==> src/rtl/bcd_countdown_chain.sv <==
// Multi-digit BCD down-counter with per-digit wrap values, internal borrow chain,
// optional hold-at-zero and a registered terminal pulse on reaching zero.
module bcd_countdown_chain #(
   parameter int                  DIGITS       = 4,
   parameter logic [4*DIGITS-1:0] WRAP_MAX     = 16'h9959,
   parameter bit                  HOLD_AT_ZERO = 1'b1
) (
   input  logic                  clk,
   input  logic                  rst,
   input  logic                  load,
   input  logic [4*DIGITS-1:0]   load_val,
   input  logic                  enable_n,
   output logic [4*DIGITS-1:0]   count,
   output logic                  zero,
   output logic [DIGITS-1:0]     borrow_n,
   output logic                  done
);

   logic [DIGITS-1:0]   low_zero;
   logic [DIGITS-1:0]   borrow_in;
   logic [4*DIGITS-1:0] dec_val;
   logic [4*DIGITS-1:0] load_clamped;

   // low_zero[i]: digits 0..i all zero; borrow_in[i]: digits below i all zero.
   always_comb begin
      logic run;
      low_zero  = '0;
      borrow_in = '0;
      run       = 1'b1;
      for (int i = 0; i < DIGITS; i++) begin
         borrow_in[i] = run;
         run          = run & (count[4*i +: 4] == 4'd0);
         low_zero[i]  = run;
      end
   end

   assign borrow_n = ~low_zero;
   assign zero     = low_zero[DIGITS-1];

   // Out-of-range digits simply step down by one; only a zero digit takes its wrap value.
   always_comb begin
      logic [3:0] v;
      dec_val = count;
      for (int i = 0; i < DIGITS; i++) begin
         v = count[4*i +: 4];
         if (borrow_in[i]) begin
            if (v == 4'd0) dec_val[4*i +: 4] = WRAP_MAX[4*i +: 4];
            else           dec_val[4*i +: 4] = v - 4'd1;
         end
      end
   end

   always_comb begin
      logic [3:0] n;
      load_clamped = '0;
      for (int i = 0; i < DIGITS; i++) begin
         n = load_val[4*i +: 4];
         load_clamped[4*i +: 4] = (n > 4'd9) ? 4'd9 : n;
      end
   end

   always_ff @(posedge clk) begin
      if (!rst) begin
         count <= '0;
         done  <= 1'b0;
      end else if (load) begin
         count <= load_clamped;
         done  <= 1'b0;
      end else if (!enable_n) begin
         if (zero) begin
            if (!HOLD_AT_ZERO) count <= WRAP_MAX;
            done <= 1'b0;
         end else begin
            count <= dec_val;
            done  <= (dec_val == '0);
         end
      end else begin
         done <= 1'b0;
      end
   end

endmodule

==> config.mk <==
export PLATFORM = sky130hd
export DESIGN_NAME = bcd_countdown_chain
export DESIGN_NICKNAME = d
export VERILOG_FILES = /design/src/rtl/bcd_countdown_chain.sv
export SDC_FILE = /design/constraint.sdc
export NUM_CORES = 1
export LEC_CHECK = 0
export BUFFER_PORTS_ARGS = -buffer_cell sky130_fd_sc_hd__buf_4
export CORE_MARGIN = 3
export CORE_UTILIZATION = 30
export CTS_BUF_LIST = sky130_fd_sc_hd__clkbuf_16
export DETAILED_ROUTE_END_ITERATION = 8
export GPL_TIMING_DRIVEN = 0
export PLACE_DENSITY = 0.64
export SLEW_MARGIN = 20
export SYNTH_ARGS = -nofsm -noshare
export SYNTH_HDL_FRONTEND = slang
export SYNTH_SLANG_ARGS = --single-unit
==> constraint.sdc <==
create_clock -name clk -period 2.9 [get_ports clk]
set_clock_uncertainty 0.05 [all_clocks]
set_input_delay 0.58 -clock clk [delete_from_list [all_inputs] [get_ports clk]]
set_output_delay 0.58 -clock clk [all_outputs]
set_load 0.01 [all_outputs]
Word-level counts from Yosys, hierarchy flattened
Cells that the tools add are included.
{ "word_totals": {"ramBits": 0, "n_memories": 0, "reg_bits": 17, "latch_bits": 0, "mem_bits_ro": 0} }
{ "op_classes": {"eq_ne": 2, "order_cmp": 4, "bitwise_logic": 5, "addsub": 4, "muxes": 14, "shift": 0, "div": 0, "n_reduce_logical": 7, "n_mul": 0} }
{ "op_table": {"columns": ["cell", "n"], "rows": [
  ["16-bit two-way mux", 3],
  ["4-bit two-way mux", 11],
  ["4-bit > comparator, second input constant", 4],
  ["16-bit logical NOT", 1],
  ["4-bit logical NOT", 4],
  ["4-bit by 1-bit subtractor with 4-bit output, second input constant", 4],
  ["2-bit inequality test, second input constant", 2],
  ["4-bit NOT", 1],
  ["4-bit OR reduction", 1],
  ["1-bit AND", 3],
  ["2-bit AND reduction", 1],
  ["1-bit NOT", 1]
]} }

Longest topological paths before layout
Gate-level depths: netlist of run 1.
{ "logic_depth": {"word_depth": 7, "ltp_mapped": 7} }

Worst setup path before layout of run 1
Ideal clock, no wire load.
{ "synth_path": {"path_kind": "register to output", "from": "register count[0]", "to": "output zero", "path_buffers": 0, "t_arrival_ns": 1.791, "path_slack_ns": 0.479, "path_stages_with_launch": 6, "cell_sequence": "dfxtp_1 nor4_2 inv_2 nor3_1 nand3_1 inv_1"} }
{ "synth_via": {"elab_chain_len": 4} }
{ "synth_lines": {"columns": ["item", "line", "rtl"], "rows": [
  ["start: declaration", "13", "output logic [4*DIGITS-1:0] count,"],
  ["start signal: assignment", "67", "count <= load_clamped;"],
  ["start signal: assignment", "74", "count <= dec_val;"],
  ["4-bit logical NOT", "32", "run = run & (count[4*i +: 4] == 4'd0);"],
  ["1-bit AND (3 in a row)", "32", null],
  ["end: declaration", "14", "output logic zero,"]
]} }
No other way between the ends.

Final worst setup path of run 1
{ "layout_path": {"from": "register count[0]", "to": "output borrow_n[2]"} }
{ "layout_via": {"elab_chain_len": 4} }
{ "layout_lines": {"columns": ["item", "line", "rtl"], "rows": [
  ["4-bit logical NOT", "32", null],
  ["1-bit AND (2 in a row)", "32", null],
  ["4-bit NOT", "37", "assign borrow_n = ~low_zero;"],
  ["end: declaration", "15", "output logic [DIGITS-1:0] borrow_n,"]
]} }
No other way between the ends.

==> qor.txt, run 1 <==
Outcome = finished clean
Max Cap Violations = 0
Clock Latency Late Sink = 0.25 ns
Worst Path Required = 2.27 ns
Io pins = 42
GR Util All Layers = 15.5%
Worst R2R Setup Slack = 0.54 ns
Ys Warns = 0
Slowest CP cell = or4_4
Fillcell total = 410
Worst setup SP type = flip-flop
Drt via density = 5.22
Hold-fix buffer count after cts = 0
Final-report setup violation count = 0
Die W = 68.8 um
Commonest non-fill, non-tap cells in the layout = 41 x buf_4, 17 x dfxtp_1, 13 x nor2_1, 13 x o21ai_0, 10 x nand2_1
CTS max path bufs = 2
Top delay family on crit path = simple AND/OR/NAND/NOR gates
Synth area leaders = dfxtp_1 29%, o21ai_0 5.5%, mux2i_1 4.2%
CP max stage delay = 0.54 ns
Routed len/inst = 13.9 um
Synth cell types = 46
FP Rows = 22
HPWL Detailed = 2590 um
Final hold violations = 0
Synth Cell Area = 1180 sq um
Residual DRC = 0
Synth area leader = dfxtp_1
Starting Density = 31.6%
Die area = 4730 sq um
RR Startpoint = count[0]$_SDFFE_PN0P_
Detailed Route WL = 3360 um
Placed Area = 1550 sq um
I/O Buffers = 41
Max Slew Vio Count = 0
FF/Latch Area = 340 sq um
Sequential power share = 35.7%
Worst Tran Pin Value = 0.569 ns
Layout cell share with drive strength beyond 1 = 31.6%
First-pass GRT wire length = 5380 um
Power Density = 477 nW/um^2
Syn nets = 168
Total grt overflow = 0
Nets@finish = 214
FFs w/ async S/R, synth = 0%
CTS Root Cell = clkbuf_16
P&R area growth vs syn = 38.9%
Via Count = 1257
Clock sinks = 17
Worst Path Buf+Inv = 3
Hold path startpoint = count[5]$_SDFFE_PN0P_
Post-layout min period = 2.63 ns
Syn avg cell area = 8.00 sq um
DP Cell Count = 237
Crit path max fanout = 8
Power Total = 784 uW
Antenna-violating nets left = 0
Worst setup startpoint = count[0]$_SDFFE_PN0P_
Htree depth = 1
HP Class = flip-flop to flip-flop
Combinational Power Share = 28.6%
Worst path arrival time = 2.00 ns
Most used DFF post-synth = dfxtp_1
Vias in the first global route = 1118
Setup_tns = 0 ns
Die H = 68.8 um
Top cell type's share of synthesized area = 28.8%
Peak VDD IR = 250 uV
Largest net degree at the start of global routing = 11
DR iter-0 viols = 94
Peak Freq = 0.380 GHz
Number of diodes = 0
CTS tree = built
Sw frac = 30.6%
CTS clk-pin slew, worst paths = 0.05 ns
Final instance area = 1640 sq um
Mapped Cells = 148
Crit. End Element = output pin
Tcrit/Tclk final = 90.7%
Unrepaired setup endpoints after global routing = no
Sw Pwr = 240 uW
Core ar. = 3740 sq um
Leakage = 0.000733 uW
Initial antenna violation count = 0
Yosys reg bits = 17
Initial DRT Pass Iterations = 4
WS Path Type = flip-flop to output pin
Commonest non-fill, non-tap cell in the layout = buf_4
Clock buffer count from CTS = 3
Int Pwr = 544 uW
CP Cell Sequence = nor4_4 -> inv_2 -> or4_4 -> buf_6 -> buf_4
Fin cells = 241
Sequential share of the synthesized area = 28.8%
Multi-input logic area = 790 sq um
Clock share of power = 35.7%
EDFF count, synth = 0
Min Hold Slack = 0.473 ns
Rel. slew slack = 62.1%
RD Place Congestion = 0.845
worst register-to-register path, stage by stage (launching register included):
cell and delay [ns]:
dfxtp_1 0.39, nor4_4 0.39, inv_2 0.12, or4_4 0.54, buf_6 0.16, o21bai_4 0.22, nand2b_2 0.13, o221a_1 0.25
what timing repair did:
item,CTS,global route
gates resized for setup,1,1
setup endpoints to repair,2,1
setup buffers,0,0
area by class of cell:
type	count	area share, %
Multi-Input combinational cell	115	48.0
Sequential cell	17	20.7
Timing Repair Buffer	41	18.7
Clock buffer	3	4.57
Tap cell	48	3.65
Buffer	8	2.28
Inverter	8	1.83
Clock inverter	1	0.228
worst paths after layout:
| check | end | depth (start not counted) |
|---|---|---|
| worst min register to register | count[5]$_SDFFE_PN0P_ | 2 |
| worst min-delay path | count[5]$_SDFFE_PN0P_ | 2 |
| worst max-delay path | borrow_n[2] | 5 |
| worst max register to register | count[9]$_SDFFE_PN0P_ | 7 |
metal layers:
metal / GRT usage, % / wire [um] / vias up
li1: - / - / 642
met1: 21.2 / 1590 / 570
met2: 23.0 / 1470 / 36
met3: 4.70 / 229 / 9
met4: 5.11 / 69 / 0
met5: 0 / 0 / -
sequential cells by signal, indices dropped and copies added, names as in the netlist:
name / count
count: 16
done: 1
kinds of logic after synthesis:
group	after synthesis	share of synthesized area (%)
flops	17	28.8
simple gates	62	30.1
xor+xnor	4	2.96
mux	7	6.13
buf+inv	16	5.71
compound gates	42	26.3
power groups by stage:
stage | logic [uW] | registers, uW | clock network, uW
finish | 224 | 280 | 280
global placement | 220 | 284 | 0
CTS | 224 | 279 | 285
global route | 249 | 285 | 298
floorplan | 128 | 286 | 0
detailed placement | 221 | 283 | 0
Yosys cell counts, drive strengths merged (2+ instances only):
cell type	instances
o21a	3
dfxtp	17
clkbuf	7
or2	2
o221a	2
mux2i	5
nand3b	3
o211ai	5
a31oi	2
nor2b	5
mux2	2
nand3	6
a21oi	2
nor4	6
nand2b	4
o211a	4
inv	8
nor2	13
nor3	6
xor2	3
o21ai	14
or4	4
nand2	10
stage by stage:
stage	worst slack [ns]	util [%]
final	0.270	43.9
after global routing	0.101	43.9
after CTS	0.172	43.7
after detailed placement	0.271	41.4
after global placement	0.253	41.4
after floorplan	0.479	-
(Power assumes the default switching activity.)
==> run 2, diff against run 1 <==
--- a/config.mk
+++ b/config.mk
@@ -5,13 +5,14 @@
 export SDC_FILE = /design/constraint.sdc
 export NUM_CORES = 1
 export LEC_CHECK = 0
+export ABC_AREA = 1
 export BUFFER_PORTS_ARGS = -buffer_cell sky130_fd_sc_hd__buf_4
 export CORE_MARGIN = 3
 export CORE_UTILIZATION = 30
 export CTS_BUF_LIST = sky130_fd_sc_hd__clkbuf_16
 export DETAILED_ROUTE_END_ITERATION = 8
 export GPL_TIMING_DRIVEN = 0
-export PLACE_DENSITY = 0.64
+export PLACE_DENSITY = 0.63
 export SLEW_MARGIN = 20
 export SYNTH_ARGS = -nofsm -noshare
 export SYNTH_HDL_FRONTEND = slang
==> qor.txt, run 2 <==
Crit. End Element = output pin
HPWL Detailed = 2640 um
GR Util All Layers = 14.9%
Nets@finish = 259
Min Hold Slack = 0.483 ns
CTS max path bufs = 2
Crit path max fanout = 9
I/O Buffers = 40
Htree depth = 1
Setup ws final = 0.810 ns
CTS tree = built
Total grt overflow = 0
Synth area leaders = dfxtp_1 28%, nand2_1 11%, nor2_1 8.6%
RR Startpoint = count[2]$_SDFFE_PN0P_
Clock sinks = 17
Tcrit/Tclk final = 72.1%
Yosys reg bits = 17
Setup_tns = 0 ns
Layout cell share with drive strength beyond 1 = 24.4%
Final hold violations = 0
Initial DRT Pass Iterations = 4
Largest net degree at the start of global routing = 11
Synth cell types = 28
Detailed Route WL = 3440 um
Most used DFF post-synth = dfxtp_1
Leakage = 0.000841 uW
Antenna-violating nets left = 0
Starting Density = 32.2%
Final-report setup violation count = 0
Worst Path Required = 2.27 ns
Top Registers = count x16, done x1
Worst Tran Pin Value = 0.489 ns
Commonest non-fill, non-tap cell in the layout = buf_4
Peak Freq = 0.479 GHz
Drt via density = 4.86
Commonest non-fill, non-tap cells in the layout = 40 x buf_4, 36 x nand2_1, 28 x nor2_1
Core ar. = 3800 sq um
Outcome = finished clean
DR iter-0 viols = 102
Max Slew Vio Count = 0
Die W = 69.8 um
Fillcell total = 418
CTS Root Cell = clkbuf_16
Die H = 69.8 um
P&R area growth vs syn = 35.9%
CTS clk-pin slew, worst paths = 0.05 ns
Setup Buffers After CTS = 0
Unrepaired setup endpoints after global routing = no
Mapped Cells = 194
Die area = 4880 sq um
Most common cell in the synthesized netlist = nand2_1
Top cell type's share of synthesized area = 27.8%
Residual DRC = 0
Worst path arrival time = 1.46 ns
Number of diodes = 0
Hold path startpoint = count[3]$_SDFFE_PN0P_
Sequential share of the synthesized area = 27.8%
Final core occ = 43.7%
FP Rows = 22
Peak VDD IR = 352 uV
FF/Latch Area = 340 sq um
Hold-fix buffer count after cts = 0
Worst setup startpoint = count[2]$_SDFFE_PN0P_
Biggest register = count
FFs w/ async S/R, synth = 0%
Clock buffer count from CTS = 3
Io pins = 42
First-pass GRT wire length = 5930 um
Worst setup SP type = flip-flop
WS Path Type = flip-flop to output pin
Ys Warns = 0
RD Place Congestion = 0.887
Initial antenna violation count = 0
Gates resized, CTS repair = 0
Synth Cell Area = 1220 sq um
Clock Latency Late Sink = 0.25 ns
Via Count = 1390
EDFF count, synth = 0
Power Density = 502 nW/um^2
Vias in the first global route = 1300
Multi-input logic area = 748 sq um
Max Cap Violations = 0
Syn nets = 214
Final instance area = 1660 sq um
Routed len/inst = 12.0 um
Post-Place Worst Slack = 0.848 ns
Number of flip-flops in the largest register = 16
Synth area leader = dfxtp_1
Placed Area = 1580 sq um
Most instantiated cells after synthesis = 36 x nand2_1, 28 x nor2_1, 24 x inv_1
HP Class = flip-flop to flip-flop
Post-layout min period = 2.09 ns
Syn avg cell area = 6.30 sq um
Rel. slew slack = 67.4%
[run 2: cell types whose count changed after synthesis, sizes merged, moves of 7 or more]
cell	change
nand2	+30
nor2	+18
inv	+17
a21oi	+16
o21ai	+14
nand3	+7
[run 2: critical path, cell delays in order, from the launching register on]
cell and delay (ns):
dfxtp_1 0.37, nor2_2 0.21, nand2_4 0.13, nor2_8 0.21, nand2_2 0.12, buf_4 0.16
[run 2: layer usage]
layer  vias to the layer above  track usage, %  part of all wire (%)  routed length (um)
met4                         0            3.40                  0.49                  17
li1                        727               -                     -                   -
met5                         -               0                     0                   0
met3                         2            4.35                   7.8                 269
met1                       616            19.1                    47                1610
met2                        45            24.4                    45                1550
[run 2: final timing paths]
kind	endpoint	slack (ns)	cells past startpoint
worst max-delay path	borrow_n[2]	0.81	5
worst min-delay path	count[3]$_SDFFE_PN0P_	0.48	2
worst max register to register	count[5]$_SDFFE_PN0P_	1.14	9
worst min register to register	count[3]$_SDFFE_PN0P_	0.48	2
[run 2: area by class of cell]
cell class / count / share of cell area (%)
clock inverters: 1 / 0.226
plain buffers: 6 / 2.41
multi-input cells: 146 / 45.0
inverters: 25 / 5.65
flip-flops and latches: 17 / 20.5
clock buffers: 3 / 4.52
well taps: 48 / 3.61
repair buffers: 40 / 18.1
[run 2: cell families (layout without fill, tap and decap cells)]
| kind of cell | after synthesis | in the layout | share of synthesized area, % |
|---|---|---|---|
| flops | 17 | 17 | 27.8 |
| buf+inv | 31 | 75 | 11.0 |
| xor+xnor | 4 | 4 | 2.87 |
| compound gates | 49 | 49 | 21.1 |
| simple gates | 93 | 93 | 37.3 |
[run 2: stage by stage]
step / instances / power, uW
2_1_floorplan: 194 / 462
3_3_place_gp: 282 / 564
3_5_place_dp: 282 / 565
4_1_cts: 286 / 840
5_1_grt: 286 / 890
6_report: 286 / 834
[run 2: power by group]
group / internal (uW) / switching (uW)
sequential: 256 / 29.8
clock: 183 / 91.9
combinational: 117 / 157
==> run 3, diff against run 2 <==
--- a/config.mk
+++ b/config.mk
@@ -12,7 +12,7 @@
 export CTS_BUF_LIST = sky130_fd_sc_hd__clkbuf_16
 export DETAILED_ROUTE_END_ITERATION = 8
 export GPL_TIMING_DRIVEN = 0
-export PLACE_DENSITY = 0.63
+export PLACE_DENSITY = 0.65
 export SLEW_MARGIN = 20
 export SYNTH_ARGS = -nofsm -noshare
 export SYNTH_HDL_FRONTEND = slang
==> constraint.sdc (replaced) <==
create_clock -name clk -period 1.75 [get_ports clk]
set_clock_uncertainty 0.05 [all_clocks]
set_input_delay 0.35 -clock clk [delete_from_list [all_inputs] [get_ports clk]]
set_output_delay 0.35 -clock clk [all_outputs]
set_load 0.01 [all_outputs]
==> qor.txt, run 3 (synthesis results as in run 2) <==
Crit path max fanout = 7
Io pins = 42
FF/Latch Area = 345 sq um
Unrepaired setup endpoints after global routing = yes
Clock buffer count from CTS = 3
Max Cap Violations = 0
Clock sinks = 17
Met2 Use GR = 24.0%
Via Count = 1428
Vias in the first global route = 1267
Nets@finish = 262
Rel. slew slack = 65.2%
Fillcell total = 417
Worst setup SP type = flip-flop
Commonest non-fill, non-tap cell in the layout = buf_4
Worst Path Required = 1.35 ns
Commonest non-fill, non-tap cells in the layout = 43 x buf_4, 35 x nand2_1, 24 x nor2_1
Tcrit/Tclk final = 96.4%
RD Place Congestion = 0.855
Met3 GRT Util = 3.48%
DP Cell Count = 282
Antenna-violating nets left = 0
Post-layout min period = 1.69 ns
Starting Density = 32.2%
Post-Place Worst Slack = -0.105 ns
Htree depth = 1
CTS max path bufs = 2
Worst Tran Pin Value = 0.523 ns
FP Rows = 22
DR iter-0 viols = 137
Number of diodes = 0
Core ar. = 3800 sq um
Initial DRT Pass Iterations = 4
Met1 Usage GRT = 20.8%
Leakage = 0.000860 uW
WS Path Type = flip-flop to output pin
CTS Root Cell = clkbuf_16
CTS clk-pin slew, worst paths = 0.06 ns
Initial antenna violation count = 0
Peak Freq = 0.593 GHz
Layout cell share with drive strength beyond 1 = 30.3%
Outcome = finished clean
Top Registers = count x16, done x1
Routed len/inst = 12.6 um
First-pass GRT wire length = 6070 um
Die W = 69.8 um
Die H = 69.8 um
Final-report setup violation count = 0
HP Class = primary input to flip-flop
Final hold violations = 0
Crit. End Element = output pin
Drt via density = 4.94
Biggest register = count
Fin cells = 289
HPWL Detailed = 2700 um
Number of flip-flops in the largest register = 16
Setup_tns = 0 ns
Max Slew Vio Count = 0
Worst path arrival time = 1.29 ns
Setup ws final = 0.0634 ns
P&R area growth vs syn = 40.8%
Total grt overflow = 0
Multi-input logic area = 776 sq um
CTS tree = built
GR peak layer = met2
Die area = 4880 sq um
Peak VDD IR = 500 uV
Power Density = 842 nW/um^2
I/O Buffers = 40
GR Util All Layers = 14.9%
Hold-fix buffer count after cts = 0
Detailed Route WL = 3640 um
Largest net degree at the start of global routing = 12
Residual DRC = 0
Clock Latency Late Sink = 0.25 ns
-- run 3: worst paths after layout --
| path | start | endpoint | slack (ns) | cells after the start |
|---|---|---|---|---|
| setup reg to reg | count[3]$_SDFFE_PN0P_ | count[7]$_SDFFE_PN0P_ | 0.19 | 9 |
| setup / recovery | count[3]$_SDFFE_PN0P_ | borrow_n[2] | 0.06 | 5 |
| hold reg to reg | count[3]$_SDFFE_PN0P_ | count[3]$_SDFFE_PN0P_ | 0.47 | 2 |
| hold / removal | load_val[2] | count[2]$_SDFFE_PN0P_ | 0.32 | 3 |
-- run 3: power breakdown --
group          switching [uW]  total (uW)  internal (uW)
registers                56.0         481            425
clock network             174         483            309
logic                     271         485            213
total                     501        1450            948
-- run 3: critical path, cell delays in order, from the launching register on --
cell	delay [ns]
dfxtp_2	0.35
nor2_4	0.15
nand2_4	0.12
nor2_8	0.14
nand2_2	0.11
buf_4	0.16
-- run 3: what timing repair did --
item / in CTS / in global routing
resized for setup: 5 / 9
cloned: 0 / 0
pin swaps: 2 / 2
buffers inserted: 2 / 1
setup endpoints to repair: 10 / 17
-- run 3: metal layers --
metal	wire (um)	share of wire [%]
met1	1690	46
met2	1720	47
met3	220	6.0
met4	14	0.38
met5	0	0
-- run 3: area by class of cell --
| cell class | instances | area share (%) |
|---|---|---|
| timing repair buffer | 43 | 18.8 |
| multi-input combinational | 146 | 45.1 |
| clock buffer | 3 | 4.36 |
| clock inverter | 1 | 0.436 |
| buffer | 6 | 2.40 |
| sequential | 17 | 20.1 |
| tap | 48 | 3.49 |
| inverter | 25 | 5.45 |
-- run 3: metrics by stage --
stage | power [uW] | hold slack (ns) | util [%] | area [sq um]
finish | 1450 | 0.319 | 45.3 | 1720
global route | 1540 | 0.322 | 45.3 | 1720
CTS | 1450 | 0.313 | 44.6 | 1690
detailed placement | 939 | 0.477 | 41.7 | 1580
global placement | 933 | 0.471 | 41.7 | 1580
floorplan | 766 | 0.438 | - | 1220
